===== src/rtl/spi_mem_arbiter.sv =====
// spi_mem_arbiter
// ---------------
// Round-robin arbiter and sequencer that shares one memory port, driven with
// a four-phase en/valid handshake, between NUM_REQ requesters.
//
// Ports
//   clk          clock, all logic on the rising edge
//   rst          synchronous active-high reset
//   req          per-requester request level
//   req_wr_en    per-requester write(1)/read(0)
//   req_addr     packed addresses, requester i at [i*AW +: AW]
//   req_wr_data  packed write data, requester i at [i*DW +: DW]
//   done         one-hot, one-cycle completion pulse
//   rsp_rd_data  read data, valid in the done cycle, held until next completion
//   rsp_err      timeout flag, qualified by done
//   busy         high whenever the sequencer is not idle
//   mem_en, mem_wr_en, mem_addr, mem_wr_data   memory command / handshake
//   mem_valid, mem_rd_data                     memory acknowledge / read data
//
// Build option
//   SPI_ARB_TIMEOUT_EN  when defined, an access that sees no mem_valid for
//                       TIMEOUT_CYCLES cycles completes with rsp_err=1.
//                       When undefined, rsp_err is tied low and an access
//                       waits indefinitely.

module spi_mem_arbiter #(
    parameter int NUM_REQ        = 4,
    parameter int AW             = 6,
    parameter int DW             = 8,
    parameter int TIMEOUT_CYCLES = 32
) (
    input  logic                  clk,
    input  logic                  rst,
    input  logic [NUM_REQ-1:0]    req,
    input  logic [NUM_REQ-1:0]    req_wr_en,
    input  logic [NUM_REQ*AW-1:0] req_addr,
    input  logic [NUM_REQ*DW-1:0] req_wr_data,
    output logic [NUM_REQ-1:0]    done,
    output logic [DW-1:0]         rsp_rd_data,
    output logic                  rsp_err,
    output logic                  busy,
    output logic                  mem_en,
    output logic                  mem_wr_en,
    output logic [AW-1:0]         mem_addr,
    output logic [DW-1:0]         mem_wr_data,
    input  logic                  mem_valid,
    input  logic [DW-1:0]         mem_rd_data
);

    localparam int            IW       = (NUM_REQ > 1) ? $clog2(NUM_REQ) : 1;
    localparam logic [IW-1:0] LAST_IDX = IW'(NUM_REQ - 1);

    if (NUM_REQ < 2 || NUM_REQ > 8 || TIMEOUT_CYCLES < 1) begin : g_param_check
        $error("spi_mem_arbiter: illegal parameter value");
    end

    typedef enum logic [1:0] {
        ST_DRAIN   = 2'd0,
        ST_IDLE    = 2'd1,
        ST_ACCESS  = 2'd2,
        ST_RELEASE = 2'd3
    } state_t;

    state_t             state_r, state_s;
    logic [IW-1:0]      rr_r, rr_s, grant_r, grant_s, rr_after_s, pick_idx_s;
    logic [IW:0]        pick_s;
    logic [NUM_REQ-1:0] done_r, done_s, grant_onehot_s;
    logic [DW-1:0]      rd_data_r, rd_data_s;
    logic               mem_en_r, mem_en_s, mem_wr_en_r, mem_wr_en_s, busy_r;
    logic [AW-1:0]      mem_addr_r, mem_addr_s;
    logic [DW-1:0]      mem_wr_data_r, mem_wr_data_s;

`ifdef SPI_ARB_TIMEOUT_EN
    localparam int CW = $clog2(TIMEOUT_CYCLES + 1);
    logic [CW-1:0] to_cnt_r, to_cnt_s;
    logic          rsp_err_r, rsp_err_s;
`endif

    // First set request bit at or above start, wrapping modulo NUM_REQ.
    // Returns {found, index}; scanning offsets downward lets the smallest
    // offset overwrite the result last.
    function automatic logic [IW:0] rr_pick(input logic [NUM_REQ-1:0] r,
                                            input logic [IW-1:0]      start);
        logic [IW:0]   res;
        logic [IW-1:0] idx;
        res = '0;
        for (int k = NUM_REQ - 1; k >= 0; k--) begin
            idx = IW'((32'(start) + 32'(k)) % 32'(NUM_REQ));
            if (r[idx]) begin
                res = {1'b1, idx};
            end else begin
                res = res;
            end
        end
        return res;
    endfunction

    assign pick_s         = rr_pick(req, rr_r);
    assign pick_idx_s     = pick_s[IW-1:0];
    assign rr_after_s     = (grant_r == LAST_IDX) ? '0 : grant_r + IW'(1);
    assign grant_onehot_s = NUM_REQ'(1) << grant_r;

    // Next-state, command capture and completion decode
    always_comb begin
        state_s       = state_r;
        rr_s          = rr_r;
        grant_s       = grant_r;
        done_s        = '0;
        rd_data_s     = rd_data_r;
        mem_en_s      = mem_en_r;
        mem_wr_en_s   = mem_wr_en_r;
        mem_addr_s    = mem_addr_r;
        mem_wr_data_s = mem_wr_data_r;
`ifdef SPI_ARB_TIMEOUT_EN
        to_cnt_s      = to_cnt_r;
        rsp_err_s     = rsp_err_r;
`endif
        case (state_r)
            ST_DRAIN: begin
                // memory may still be finishing a transaction cut by reset
                mem_en_s = 1'b0;
                if (!mem_valid) begin
                    state_s = ST_IDLE;
                end else begin
                    state_s = ST_DRAIN;
                end
            end
            ST_IDLE: begin
                // a stray valid blocks arbitration until it clears
                if (!mem_valid && pick_s[IW]) begin
                    grant_s       = pick_idx_s;
                    mem_en_s      = 1'b1;
                    mem_wr_en_s   = req_wr_en[pick_idx_s];
                    mem_addr_s    = req_addr[32'(pick_idx_s) * AW +: AW];
                    mem_wr_data_s = req_wr_data[32'(pick_idx_s) * DW +: DW];
                    state_s       = ST_ACCESS;
`ifdef SPI_ARB_TIMEOUT_EN
                    to_cnt_s      = '0;
`endif
                end else begin
                    state_s = ST_IDLE;
                end
            end
            ST_ACCESS: begin
                if (mem_valid) begin
                    if (!mem_wr_en_r) begin
                        rd_data_s = mem_rd_data;
                    end else begin
                        rd_data_s = rd_data_r;
                    end
                    done_s   = grant_onehot_s;
                    mem_en_s = 1'b0;
                    rr_s     = rr_after_s;
                    state_s  = ST_RELEASE;
`ifdef SPI_ARB_TIMEOUT_EN
                    rsp_err_s = 1'b0;
`endif
                end else begin
`ifdef SPI_ARB_TIMEOUT_EN
                    // counter holds the number of ACCESS cycles already spent
                    if (to_cnt_r == CW'(TIMEOUT_CYCLES - 1)) begin
                        done_s    = grant_onehot_s;
                        rsp_err_s = 1'b1;
                        mem_en_s  = 1'b0;
                        rr_s      = rr_after_s;
                        state_s   = ST_RELEASE;
                    end else begin
                        to_cnt_s  = to_cnt_r + CW'(1);
                    end
`else
                    state_s = ST_ACCESS;
`endif
                end
            end
            ST_RELEASE: begin
                mem_en_s = 1'b0;
                if (!mem_valid) begin
                    state_s = ST_IDLE;
                end else begin
                    state_s = ST_RELEASE;
                end
            end
            default: begin
                mem_en_s = 1'b0;
                state_s  = ST_DRAIN;
            end
        endcase
    end

    // State, pointer and registered outputs
    always_ff @(posedge clk) begin
        if (rst) begin
            state_r       <= ST_DRAIN;
            rr_r          <= '0;
            grant_r       <= '0;
            done_r        <= '0;
            rd_data_r     <= '0;
            mem_en_r      <= 1'b0;
            mem_wr_en_r   <= 1'b0;
            mem_addr_r    <= '0;
            mem_wr_data_r <= '0;
            busy_r        <= 1'b0;
`ifdef SPI_ARB_TIMEOUT_EN
            to_cnt_r      <= '0;
            rsp_err_r     <= 1'b0;
`endif
        end else begin
            state_r       <= state_s;
            rr_r          <= rr_s;
            grant_r       <= grant_s;
            done_r        <= done_s;
            rd_data_r     <= rd_data_s;
            mem_en_r      <= mem_en_s;
            mem_wr_en_r   <= mem_wr_en_s;
            mem_addr_r    <= mem_addr_s;
            mem_wr_data_r <= mem_wr_data_s;
            busy_r        <= (state_s != ST_IDLE);
`ifdef SPI_ARB_TIMEOUT_EN
            to_cnt_r      <= to_cnt_s;
            rsp_err_r     <= rsp_err_s;
`endif
        end
    end

    assign done        = done_r;
    assign rsp_rd_data = rd_data_r;
    assign busy        = busy_r;
    assign mem_en      = mem_en_r;
    assign mem_wr_en   = mem_wr_en_r;
    assign mem_addr    = mem_addr_r;
    assign mem_wr_data = mem_wr_data_r;
`ifdef SPI_ARB_TIMEOUT_EN
    assign rsp_err     = rsp_err_r;
`else
    assign rsp_err     = 1'b0;
`endif

endmodule


===== config.mk =====
export PLATFORM = sky130hd
export DESIGN_NAME = spi_mem_arbiter
export DESIGN_NICKNAME = d
export VERILOG_FILES = /design/src/rtl/spi_mem_arbiter.sv
export SDC_FILE = /design/constraint.sdc
export NUM_CORES = 1
export LEC_CHECK = 0
export CORE_ASPECT_RATIO = 1.5
export CORE_UTILIZATION = 34
export DETAILED_ROUTE_END_ITERATION = 10
export MAX_ROUTING_LAYER = met4
export PLACE_DENSITY = 0.74
export RECOVER_POWER = 25
export SKIP_LAST_GASP = 1
export SLEW_MARGIN = 20
export SYNTH_ARGS = -nofsm -noshare
export SYNTH_HDL_FRONTEND = slang
export SYNTH_SLANG_ARGS = --single-unit

===== constraint.sdc =====
create_clock -name clk -period 2.15 [get_ports clk]
set_clock_uncertainty 0.2 [all_clocks]
set_input_delay 0.3225 -clock clk [delete_from_list [all_inputs] [get_ports clk]]
set_output_delay 0.3225 -clock clk [all_outputs]
set_load 0.02 [all_outputs]

* After elaboration in Yosys (flattened, before gate mapping)
Cells that the tools add are included.
Word-level totals: output and inout bits 30, word-level logic and storage cells 65, bits of input ports 75, flip-flop bits (word level) 35
Cells by class: multiply operators 1, shift-type cells 3, add/sub/neg operators 4, bitwise logic cells 3, order comparisons 5, reductions and logical operators 9, equality and inequality tests 7, muxes and demuxes 23
Operators with widths (count):
- indexed part select 32 x 6 -> 8 bit | 1
- indexed part select 24 x 6 -> 6 bit | 1
- < comparator 2 x 3 -> 1 bit (second input constant) | 5
- 2-to-1 mux 3 bit | 4
- binary-select mux 1 bit (select 2 bit) | 5
- 2-to-1 mux 1 bit | 9
- case mux 2 bit (4 select lines) | 1
- == test 2 bit (second input constant) | 3
- 2-to-1 mux 2 bit | 3
- AND reduction 2 bit | 3
- adder 2 x 1 -> 2 bit (second input constant) | 2
- adder 2 bit (second input constant) | 2
- multiplier 2 x 2 -> 4 bit (second input constant) | 1
- != test 2 bit (second input constant) | 2
- left shift 1 x 2 -> 4 bit (first input constant) | 1
- NOT 1 bit | 3
- case mux 1 bit (3 select lines) | 1
- AND reduction 3 bit | 1
- OR reduction 3 bit | 1
- == test 2 x 1 -> 1 bit (second input constant) | 1
- zero test 2 bit | 1
- != test 2 x 1 -> 1 bit (second input constant) | 1
- OR reduction 2 bit | 1
- logical AND 1 bit | 1
- zero test 1 bit | 1

* Depth between registers and ports, before layout
Gate-level depths: netlist of run 1.
word-level depth 11, gate-level depth with buffers 7, mapped depth without buffers 5

* Least setup slack after synthesis of run 1
OpenSTA, ideal clock, no wires.
path kind input-to-reg, start point in req[2], end point reg mem_addr_r[4] (netlist: mem_addr[4]), path slack 0.030 ns, required time 1.833 ns, buffers on the path 1, setup time 0.117 ns, cell stages on the path 6, data arrival time 1.803 ns, cells stage by stage nor2b_1 -> or4b_4 -> buf_6 -> and3_1 -> a211o_1 -> a32o_1
On the way: longest elaborated chain between the ends 8
Ends and longest elaborated chain:
- from (decl) | RTL line 34 | input logic [NUM_REQ-1:0] req,
- binary-select mux 1 bit (select 2 bit) | RTL line 89 | if (r[idx]) begin
- 2-to-1 mux 1 bit (implied by the code) | RTL line 89
- 2-to-1 mux 3 bit (3 in a row) | RTL line 89
- 2-to-1 mux 3 bit * | RTL line 89
- multiplier 2 x 2 -> 4 bit / logical AND 1 bit (equally long branches) | RTL line 134, 130
- indexed part select 24 x 6 -> 6 bit / AND reduction 2 bit (equally long branches)
- to (signal assigned) | RTL line 215 | mem_addr_r <= mem_addr_s;
- to (decl) | RTL line 70 | logic [AW-1:0] mem_addr_r, mem_addr_s;
Mark *: on every way between the ends. The rest lies on a longest branch, timed or not. The select of a mux whose other input is x is not followed. A chain may end at the register's enable or synchronous reset.

* Final worst setup path of run 1
start point in req[2], end point reg mem_wr_data_r[3] (netlist: mem_wr_data[3])
On the way: longest elaborated chain between the ends 8
Ends and longest elaborated chain:
- binary-select mux 1 bit (select 2 bit) | RTL line 89
- 2-to-1 mux 1 bit (implied by the code) | RTL line 89
- 2-to-1 mux 3 bit (3 in a row) | RTL line 89
- 2-to-1 mux 3 bit * | RTL line 89
- parallel branches: the longest is 2 deep, another holds indexed part select 32 x 6 -> 8 bit
- to (signal assigned) | RTL line 216 | mem_wr_data_r <= mem_wr_data_s;
- to (decl) | RTL line 71 | logic [DW-1:0] mem_wr_data_r, mem_wr_data_s;
Every way passes the cells marked *. The select of a mux whose other input is x is not followed.

==> reports/metrics.yaml, run 1 <==
power_density_nw_per_um2: 505
cts_tree: "done"
initial_core_util_pct: 35.4
rr_worst_depth: 5
tightest_slew_ps: 715
cp_slowest_cell: "or4_4"
final_core_util_pct: 64.3
fmax_mhz: 472
synthCells: 223
wl_met3_um: 421
dp_cells: 400
path_cells: "dlygate4sd2_1 -> nor2b_4 -> or4_4 -> buf_4 -> and3_1 -> a211o_1 -> a32o_1"
clk_pin_slew_worst_paths_ps: 70
synth_area_um2: 1830
dp_hpwl_mm: 4.44
cts-root-buf: "clkbuf_8"
numCtsBuffers: 5
ys_types: 28
place_area_um2: 3070
timing.max_slew.rel_slack_pct: 52.1
ys_seq_area_share_pct: 38.3
drv_cap: 0
drc_errors: 0
rows: 32
detail-route-antenna-nets: 0
end_kind: "register"
clk_latency_ps: 280
dr.pass1.iters: 4
crit_arrival_ps: 2100
die_y_um: 91.8
critical_path.endpoint: "mem_wr_data[3]"
top_layer: "met4"
viasPerCell: 5.58
drtIter0Drc: 134
instances_no_fill: 419
wl_met2_mm: 3.59
ys_top_cells_by_area: "dfxtp_1, nand3_1, a32o_1"
whs_ps: 260
overflow: 0
die_w_um: 61.9
design_area_um2: 3320
wl_mm: 6.87
yosys_warnings: 0
synth_most_common_cell: "dfxtp_1"
wl_met1_mm: 2.63
hold_buffers: 0
synth-seq-cells: 35
gp_congestion: 0.908
drv_slew: 0
holdCritPathClass: "register to register"
nets: 426
critPathLaunchType: "input pin"
r2r_start: "rr_r[0]"
wire_per_inst_um: 16.4
grt_max_degree: 32
port_buffers: 103
insertedDiodeCount: 0
period_share_pct: 98.4
h-tree-depth: 2
area_delta_synth_final_pct: 81.8
synth_fp_nets: 299
setup_viol: 0
rsz0062_at_grt: "yes"
grt_pass1_wl_mm: 10.4
timing.rr.end: "mem_wr_data[5]"
ys.flop_type: "dfxtp_1"
slowest_delay_ps: 550
worst-setup-path-type: "input pin to register"
grt_use_total_pct: 25.5
p_leak_nw: 1.33
antenna_found_initial: 0
synth-edff-count: 0
async_flop_share_pct: 0
grt_pass1_vias: 2196
finalHoldViolCount: 0
ioPinCount: 105
ff2ff_setup_slack_ps: 40
fp.coreArea_um2: 5160
synth_area_leader_cell: "dfxtp_1"
critPathRequiredTime_ps: 2130
synth_top_area_share_pct: 38.3
clockBufferDepth: 2
avgSynthCellArea_um2: 8.20
status: "finished, final reports clean"
synthTopCellsByCount: "dfxtp_1, nand3_1, o21ai_0"
drive_gt1_share_pct: 17.1
peakVddDrop_mv: 0.400
cts.sinks: 35
crit_fanout: 4
cp-startpoint: "req[2]"
via_count: 2338
min_period_ps: 2120
design.die.area_um2: 5680
## cell families after synthesis
logic type                 count (synthesis)  share of synthesized area [%]
and+or+nand+nor                           90                           26.7
AOI/OAI and AO/OA                         72                           27.1
DFF                                       35                           38.3
buffers and inverters                     22                           5.89
muxes                                      2                           1.10
adders and majority gates                  1                          0.684
other                                      1                          0.205
## metrics by stage
| step | setup slack, ps | power, mW | TNS [ps] |
|---|---|---|---|
| 2_1_floorplan | 29.6 | 0.891 | 0 |
| 5_1_grt | -2.12 | 1.76 | -3.40 |
| 3_3_place_gp | -533 | 1.13 | -7980 |
| 4_1_cts | 7.35 | 1.68 | 0 |
| 3_5_place_dp | -564 | 1.14 | -8490 |
| 6_report | 33.4 | 1.68 | 0 |
## cells in the final DEF, fill, tap and decap left out, types with 8 or more instances in the layout
cell and n:
a32o_1 15, and3_1 13, buf_4 28, a21oi_1 14
o21ai_0 27, nor2_1 8, dfxtp_1 33, a211o_1 15
nand3_1 31, nand2_1 15, clkdlybuf4s50_1 95
## worst min path at each step
| stage | cells after the start | to | startpoint |
|---|---|---|---|
| 2_1_floorplan | 1 | done[3] | rst |
| 3_3_place_gp | 1 | mem_addr[3] | mem_addr[3] |
| 3_5_place_dp | 2 | mem_en | mem_en |
| 4_1_cts | 2 | mem_en | mem_en |
| 5_1_grt | 1 | mem_wr_data[4] | mem_wr_data[4] |
| 6_report | 2 | mem_en | mem_en |
## critical path: cells and delay by family
family / cells / cell delay (ps)
compound gates: 2 / 500
simple gates: 3 / 850
buf+inv: 2 / 420
## final cells by class
| cell class | instances | area [um^2] |
|---|---|---|
| sequential | 35 | 703 |
| tap | 68 | 85.1 |
| inverter | 2 | 7.51 |
| multi-input combinational | 171 | 1150 |
| timing repair buffer | 135 | 1270 |
| fill | 445 | 1840 |
| clock buffer | 8 | 100 |
## power by group
part / leakage, nW / internal, mW / switching, mW
Sequential: 0.285 / 0.674 / 0.0173
Combinational: 0.995 / 0.274 / 0.195
Clock: 0.0515 / 0.292 / 0.226
## repair_timing
item | 4_1_cts | 5_1_grt
buffers inserted | 6 | 0
pin swaps | 4 | 1
endpoints found under the setup margin | 16 | 15
gates resized for setup | 23 | 9
gates cloned | 5 | 0
## per-layer routing
layer,up-vias,global-route usage (%)
met5,-,-
met3,23,4.51
met2,94,43.3
li1,1111,-
met4,0,10.6
met1,1110,28.1
## sequential cells by signal, summed over array words and instances (netlist names)
| name | cells |
|---|---|
| busy | 1 |
| done | 4 |
| grant_r | 2 |
| mem_addr | 6 |
| mem_en | 1 |
| mem_wr_data | 8 |
| mem_wr_en | 1 |
| rr_r | 2 |
| rsp_rd_data | 8 |
| state_r | 2 |
Power figures use the tool's default switching activity.
==> inputs of run 2 (changes only) <==
CORE_MARGIN = 2   (was unset)
==> reports/metrics.yaml, run 2 (same netlist as run 1, synthesis figures left out) <==
crit_arrival_ps: 2110
fill_cells: 434
rsz0062_at_grt: "no"
drive_gt1_share_pct: 16.4
dp_hpwl_mm: 4.56
place_area_um2: 3110
overflow: 0
rows: 32
port_buffers: 103
peakVddDrop_mv: 0.449
grt_use_total_pct: 25.6
grt_pass1_vias: 2388
cts.sinks: 35
clockBufferDepth: 2
slowest_delay_ps: 590
hold_buffers: 0
holdCritPathClass: "register to register"
top_layer: "met4"
insertedDiodeCount: 0
design.die.area_um2: 5990
antenna_found_initial: 0
cp_slowest_cell: "or4b_4"
wire_per_inst_um: 16.8
clk_pin_slew_worst_paths_ps: 80
fp.coreArea_um2: 5160
final_core_util_pct: 65.1
drc_errors: 0
period_share_pct: 98.9
design_area_um2: 3360
p_leak_nw: 1.36
area_delta_synth_final_pct: 84.0
grt_max_degree: 32
wl_met2_mm: 3.85
cts-root-buf: "clkbuf_8"
power_density_nw_per_um2: 557
whs_ps: 266
final-seq-area_um2: 703
drv_cap: 0
detail-route-antenna-nets: 0
final_common_cell: "clkdlybuf4s50_1"
critPathLaunchType: "register"
dp_cells: 405
instances_no_fill: 422
finalHoldViolCount: 0
rr_worst_depth: 5
total_power_mw: 1.87
status: "finished, final reports clean"
timing.hold.worst_path_depth: 2
wl_mm: 7.07
critPathRequiredTime_ps: 2130
viasPerCell: 5.46
grt_pass1_wl_mm: 11.6
most-common-layout-cells: "clkdlybuf4s50_1, dfxtp_1, nand3_1"
cts_tree: "done"
end_kind: "register"
die_w_um: 63.9
dr.pass1.iters: 4
clk_latency_ps: 290
wl_met1_mm: 2.60
path_cells: "nor2b_4 -> or4b_4 -> and3_1 -> a211o_1 -> a32o_1"
nets: 429
setup_viol: 0
via_count: 2303
h-tree-depth: 2
initial_core_util_pct: 35.4
worst-setup-path-type: "register to register"
fmax_mhz: 470
numCtsBuffers: 5
drv_slew: 0
drtIter0Drc: 136
die_y_um: 93.8
wl_met3_um: 407
ioPinCount: 105
min_period_ps: 2130
cp.depth: 5
crit_fanout: 7
crit_family: "simple AND/OR/NAND/NOR gates"
path_buf_inv: 0
multi_input_area_um2: 1150
gp_congestion: 0.827
==> run 2: cell count changes in the layout (fill, tap and decap cells not counted), moves of 2 or more <==
cell             previous run  this run
clkdlybuf4s50_1            95        92
and3_1                     13        15
clkbuf_8                    7         5
buf_4                      28        30
bufinv_16                   0         2
and3_4                      2         0
dlygate4sd3_1               4         7
buf_6                       2         0
==> run 2: report_power, final <==
group	switching (mW)	internal (mW)	leakage (nW)	total, mW
clock network	0.254	0.463	0.0644	0.716
registers	0.0170	0.673	0.285	0.690
logic	0.195	0.272	1.01	0.467
==> run 2: layer usage <==
| layer | vias to the layer above | GRT usage [%] |
|---|---|---|
| li1 | 1117 | - |
| met1 | 1082 | 26.4 |
| met2 | 85 | 45.3 |
| met3 | 19 | 6.35 |
| met4 | 0 | 11.4 |
| met5 | - | - |
==> run 2: final cells by class <==
class / instances / share of cell area, %
Multi-Input combinational cell: 172 / 34.2
Clock inverter: 3 / 2.01
Inverter: 2 / 0.223
Sequential cell: 35 / 20.9
Timing Repair Buffer: 137 / 38.1
Tap cell: 68 / 2.53
Clock buffer: 5 / 2.05
==> run 2: worst min-delay path: stages (launching register included) <==
cell and delay, ps:
dfxtp_1 320, nand2_1 50, a21oi_1 50
==> run 2: through the flow <==
stage,setup slack (ps),setup TNS [ps]
floorplan,29.6,0
global placement,-524,-7730
detailed placement,-556,-8240
CTS,18.2,0
global route,5.68,0
finish,23.2,0
==> run 2: path summary, 6_finish.rpt <==
kind	startpoint	end	slack (ps)
worst max-delay path	rr_r[0]	mem_addr[3]	20
worst max register to register	rr_r[0]	mem_addr[3]	20
worst min register to register	mem_en	mem_en	270
worst min-delay path	mem_en	mem_en	270
==> run 2: what timing repair did <==
item,CTS,global route
gates resized for setup,20,5
gates cloned,6,0
setup buffers,3,0
pin swaps,4,0
setup endpoints to repair,15,14
